<file path="src/rtl/mux_serializador_if.sv">
// Bus between a parallel data source and mux_serializador.
// The master drives data/selection/mode/start and the slave returns the serial bit and status.
interface mux_serializador_if #(
  parameter int N_DATA = 4
) ();
  localparam int SEL_W = $clog2(N_DATA);

  logic [N_DATA-1:0] i_data;
  logic [SEL_W-1:0]  i_selector;
  logic [1:0]        i_mode;
  logic              i_start;
  logic              o_q;
  logic [SEL_W-1:0]  o_sel;
  logic              o_busy;
  logic              o_done;

  modport master (
    output i_data, i_selector, i_mode, i_start,
    input  o_q, o_sel, o_busy, o_done
  );

  modport slave (
    input  i_data, i_selector, i_mode, i_start,
    output o_q, o_sel, o_busy, o_done
  );
endinterface

</file>
<file path="src/rtl/mux_serializador.sv">
// Registered bit selector with manual, auto-scan and start-triggered serial modes.
// The serial transfer FSM is active only in mode 10; any other mode parks it in IDLE.
//
//   state    | meaning
//   ST_IDLE  | no transfer; o_q holds, waiting for i_start in serial mode
//   ST_SHIFT | one bit of the captured word is driven per edge (o_busy)
//   ST_DONE  | single cycle after the last bit is driven (o_done)
module mux_serializador #(
  parameter int N_DATA    = 4,
  parameter bit MSB_FIRST = 1'b0
) (
  input logic              i_clk,
  input logic              i_rst,
  mux_serializador_if.slave bus
);
  localparam int SEL_W = $clog2(N_DATA);

  localparam logic [1:0] MODE_MANUAL = 2'b00;
  localparam logic [1:0] MODE_SCAN   = 2'b01;
  localparam logic [1:0] MODE_SERIAL = 2'b10;

  localparam logic [SEL_W-1:0] LAST_BIT = SEL_W'(N_DATA - 1);

  typedef enum logic [1:0] {
    ST_IDLE  = 2'd0,
    ST_SHIFT = 2'd1,
    ST_DONE  = 2'd2
  } state_t;

  state_t            state;
  logic              q_r;
  logic [SEL_W-1:0]  sel_r;
  logic [SEL_W-1:0]  scan_cnt;
  logic [SEL_W-1:0]  bit_cnt;
  logic [N_DATA-1:0] shreg;

  always_ff @(posedge i_clk or posedge i_rst) begin
    if (i_rst) begin
      state    <= ST_IDLE;
      q_r      <= 1'b0;
      sel_r    <= '0;
      scan_cnt <= '0;
      bit_cnt  <= '0;
      shreg    <= '0;
    end else begin
      // The scan index restarts whenever scan mode is left, so scanning always begins at input 0.
      if (bus.i_mode == MODE_SCAN) begin
        scan_cnt <= scan_cnt + 1'b1;
      end else begin
        scan_cnt <= '0;
      end

      case (bus.i_mode)
        MODE_MANUAL: begin
          q_r   <= bus.i_data[bus.i_selector];
          sel_r <= bus.i_selector;
          state <= ST_IDLE;
        end
        MODE_SCAN: begin
          q_r   <= bus.i_data[scan_cnt];
          sel_r <= scan_cnt;
          state <= ST_IDLE;
        end
        MODE_SERIAL: begin
          case (state)
            ST_IDLE: begin
              if (bus.i_start) begin
                shreg   <= bus.i_data;
                bit_cnt <= '0;
                state   <= ST_SHIFT;
              end
            end
            ST_SHIFT: begin
              if (MSB_FIRST) begin
                q_r   <= shreg[N_DATA-1];
                shreg <= {shreg[N_DATA-2:0], 1'b0};
              end else begin
                q_r   <= shreg[0];
                shreg <= {1'b0, shreg[N_DATA-1:1]};
              end
              bit_cnt <= bit_cnt + 1'b1;
              if (bit_cnt == LAST_BIT) begin
                state <= ST_DONE;
              end
            end
            ST_DONE: begin
              state <= ST_IDLE;
            end
            default: begin
              state <= ST_IDLE;
            end
          endcase
        end
        default: begin
          state <= ST_IDLE;
        end
      endcase
    end
  end

  assign bus.o_q    = q_r;
  assign bus.o_sel  = sel_r;
  assign bus.o_busy = (state == ST_SHIFT);
  assign bus.o_done = (state == ST_DONE);
endmodule
</file>
<file path="src/flat_wrapper.sv">
// flat-port wrapper written by rule: the top's interface ports become plain ports
module mux_serializador_flat 
#(
  parameter int N_DATA    = 4,
  parameter bit MSB_FIRST = 1'b0
)
  (i_clk, i_rst, bus_i_data, bus_i_selector, bus_i_mode, bus_i_start, bus_o_q, bus_o_sel, bus_o_busy, bus_o_done);
  mux_serializador_if #(.N_DATA(N_DATA)) bus_i ();
  input logic i_clk;
  input logic i_rst;
  input wire logic [$bits(bus_i.i_data)-1:0] bus_i_data;
  input wire logic [$bits(bus_i.i_selector)-1:0] bus_i_selector;
  input wire logic [$bits(bus_i.i_mode)-1:0] bus_i_mode;
  input wire logic [$bits(bus_i.i_start)-1:0] bus_i_start;
  output wire logic [$bits(bus_i.o_q)-1:0] bus_o_q;
  output wire logic [$bits(bus_i.o_sel)-1:0] bus_o_sel;
  output wire logic [$bits(bus_i.o_busy)-1:0] bus_o_busy;
  output wire logic [$bits(bus_i.o_done)-1:0] bus_o_done;
  assign bus_i.i_data = bus_i_data;
  assign bus_i.i_selector = bus_i_selector;
  assign bus_i.i_mode = bus_i_mode;
  assign bus_i.i_start = bus_i_start;
  assign bus_o_q = bus_i.o_q;
  assign bus_o_sel = bus_i.o_sel;
  assign bus_o_busy = bus_i.o_busy;
  assign bus_o_done = bus_i.o_done;
  mux_serializador #(.N_DATA(N_DATA), .MSB_FIRST(MSB_FIRST)) u_core (.i_clk(i_clk), .i_rst(i_rst), .bus(bus_i));
endmodule
</file>
<file path="config.mk">
export PLATFORM = sky130hd
export DESIGN_NAME = mux_serializador_flat
export DESIGN_NICKNAME = d
export VERILOG_FILES = /design/src/rtl/mux_serializador_if.sv /design/src/rtl/mux_serializador.sv /design/src/flat_wrapper.sv
export SDC_FILE = /design/constraint.sdc
export NUM_CORES = 1
export LEC_CHECK = 0
export ABC_AREA = 1
export CORE_MARGIN = 1.5
export CORE_UTILIZATION = 52
export DETAILED_ROUTE_END_ITERATION = 10
export PLACE_DENSITY = 0.82
export SLEW_MARGIN = 20
export SYNTH_ARGS = -nofsm -noshare
export SYNTH_HDL_FRONTEND = slang
export SYNTH_SLANG_ARGS = --single-unit
</file>
<file path="constraint.sdc">
create_clock -name i_clk -period 1.55 [get_ports i_clk]
set_input_delay 0.2325 -clock i_clk [delete_from_list [all_inputs] [get_ports i_clk]]
set_output_delay 0.2325 -clock i_clk [all_outputs]
set_load 0.01 [all_outputs]
</file>
==> flow_summary_export.csv <==
group,metric,value,unit
clock_tree,cts-resized-gates,2,
setup_path,crit_type,"register to output port",
setup_path,crit_family,"buffers and inverters",
logic_synthesis,synth_area,743,sq um
pwr,switchingPower,0.243,mW
clock_tree,cts_made_buffers,3,
sta,fin_crit_sh,91.1,%
cells_and_area,final_common_cell,"nand2_1",
grt,track_usage,23.5,%
cells_and_area,num-nets-final,136,
setup_path,critPathCaptureType,"output port",
sta,final.min_clock_period,1410,ps
grt,antenna_found_initial,0,
placement,place_congestion,0.764,
clock_tree,cts_buffer_depth,2,
setup_path,startpoint,"u_core.bus.o_sel[1]",
placement,io_buffers,15,
logic_synthesis,synth_cells,96,
pwr,share_seq_of_total_power,49.5,%
flow_run,maxCapViolations,0,
min_path,hp-class,"primary input to async pin",
cells_and_area,drive_gt1_share,10.1,%
setup_path,worst_path_largest_cell_delay,540,ps
setup_path,reg2reg_from,"u_core.state[1]",
sta,setup_viol,0,
pwr,powerDensity,842,nW/um^2
pwr,clockPowerShare,27.4,%
routing,first_pass_iters,4,
routing,routedWlPerCell,12.4,um
grt,grt-ovfl-total,0,
clock_tree,root_buffer,"clkbuf_4",
routing,vias_per_cell,5.18,
cells_and_area,final_cell_mix,"nand2_1, inv_1, clkdlybuf4s50_1, dfrtp_1, nor2_1",
clock_tree,cts_hold_buf,0,
sta,finClkSkew,1.66,ps
cells_and_area,fillCellCount,108,
floorplanning,fp.coreArea,1320,sq um
setup_path,start_kind,"register",
setup_path,crit_chain,"clkdlybuf4s50_1",
routing,ant_nets,0,
routing,wirelength,1660,um
logic_synthesis,synthTopCellsByArea,"dfrtp_1, nand2_1, ha_1",
sta,hold_viol,0,
sta,fmax,0.708,GHz
logic_synthesis,syn-mean-instance-area,7.74,sq um
sta,worst_pin_slew,512,ps
logic_synthesis,ys_warn_count,0,
setup_path,worstPathRequired,1320,ps
routing,drt_iter0_drc,18,
logic_synthesis,syn_nets,112,
clock_tree,worst_skew_pair.late_latency,290,ps
pwr,irDropWorstVdd,0.479,mV
sta,rsz0062_at_grt,"false",
placement,pre_cts_ws,-98.0,ps
grt,grt_pass1_wl,2470,um
setup_path,crit_buf_inv,1,
logic_synthesis,synth_area_leader_cell,"dfrtp_1",
clock_tree,cts_tree,"built",
setup_path,worstPathMaxFanout,2,
pwr,leakagePower,0.502,nW
setup_path,cp.arrival,1180,ps
sta,fin_ws,138,ps
logic_synthesis,yosysTopAreaCellShare,43.8,%
grt,grt_pass1_vias,607,
logic_synthesis,synth.distinct_cells,18,
pwr,total_power,0.814,mW
floorplanning,fp.dieW,40.8,um
clock_tree,clock_sinks,13,
clock_tree,post_cts_buffers,0,
cells_and_area,diodes,0,
logic_synthesis,synth_seq_cells,13,
sta,slew_violations,0,
floorplanning,num_rows,13,
cells_and_area,post-route-util,73.3,%
pwr,p_int,0.571,mW
routing,vias,694,
sta,slew_headroom,65.8,%
clock_tree,cts.reportedPaths.clkPinSlew,80,ps
clock_tree,h-tree-depth,1,
status,status,"finished clean",
routing,drcViolationCount,0,
floorplanning,die_y,40.8,um
setup_path,slowest_stage,"clkdlybuf4s50_1",
cells_and_area,syn_to_final_growth,30.0,%
pwr,swShare,29.8,%
floorplanning,initial_core_util,56.4,%
logic_synthesis,yosysSeqAreaShare,43.8,%
grt,grt_start_max_net_pins,14,
pwr,combPwrFrac,23.2,%
floorplanning,die-area,1670,sq um
placement,dp_hpwl,1280,um
floorplanning,io_pins,16,
## Yosys cell counts (all sizes together)
master	count
nand2	27
a31oi	3
nor3	1
a21oi	6
clkinv	1
inv	17
nand3	6
ha	5
nand3b	1
o21ai	5
dfrtp	13
nor2	9
o31ai	1
o21a	1
## stage by stage
step / hold slack [ps] / TNS (ps) / cell area, sq um / instances
floorplan: 109 / 0 / 743 / 96
global placement: 464 / -132 / 942 / 130
detailed placement: 477 / -453 / 942 / 130
CTS: 273 / 0 / 966 / 134
global route: 338 / 0 / 966 / 134
finish: 266 / 0 / 966 / 134
## kinds of logic (layout without fill, tap and decap cells)
| logic type | Yosys count | after routing | synth area share, % |
|---|---|---|---|
| buffers and inverters | 18 | 41 | 9.43 |
| and+or+nand+nor | 44 | 44 | 25.9 |
| DFF | 13 | 13 | 43.8 |
| adders and majority gates | 5 | 5 | 8.42 |
| AOI/OAI and AO/OA | 16 | 16 | 12.5 |
## registers in the layout, summed over array words and instances (netlist names)
name and cells:
u_core.state 2, u_core.scan_cnt 2, u_core.bus.o_sel 2, u_core.shreg 4, u_core.bus.o_q 1, u_core.bit_cnt 2
## metal layers
layer  wire [um]  up-vias  part of all wire [%]  global-route usage (%)
met4          34        0                   2.0                    14.2
met2         780       16                    47                    35.2
met3          49        5                   2.9                    5.98
li1            -      355                     -                       -
met1         799      318                    48                    30.0
met5           0        -                     0                       0
## area by class of cell
cell class	instances	area, sq um	area share [%]
Clock buffer	4	26.3	2.72
Inverter	18	70.1	7.25
Multi-Input combinational cell	65	348	36.0
Sequential cell	13	325	33.7
Tap cell	15	18.8	1.94
Timing Repair Buffer	19	178	18.4
## final timing paths
kind | end | slack (ps) | cells past startpoint
max in group asynchronous | u_core.bit_cnt[1] | 940 | 2
hold / removal | u_core.shreg[1] | 270 | 2
hold reg to reg | u_core.bus.o_sel[1] | 490 | 2
min in group i_clk | u_core.bus.o_sel[1] | 490 | 2
setup / recovery | bus_o_sel[1] | 140 | 1
setup reg to reg | u_core.shreg[0] | 340 | 5
## power groups by stage
stage	clock (mW)	combinational, mW	sequential [mW]
after global placement	0	0.182	0.407
after detailed placement	0	0.190	0.410
after floorplan	0	0.0978	0.409
after CTS	0.224	0.190	0.403
final	0.223	0.188	0.403
after global routing	0.234	0.212	0.407
Power figures use the tool's default switching activity.
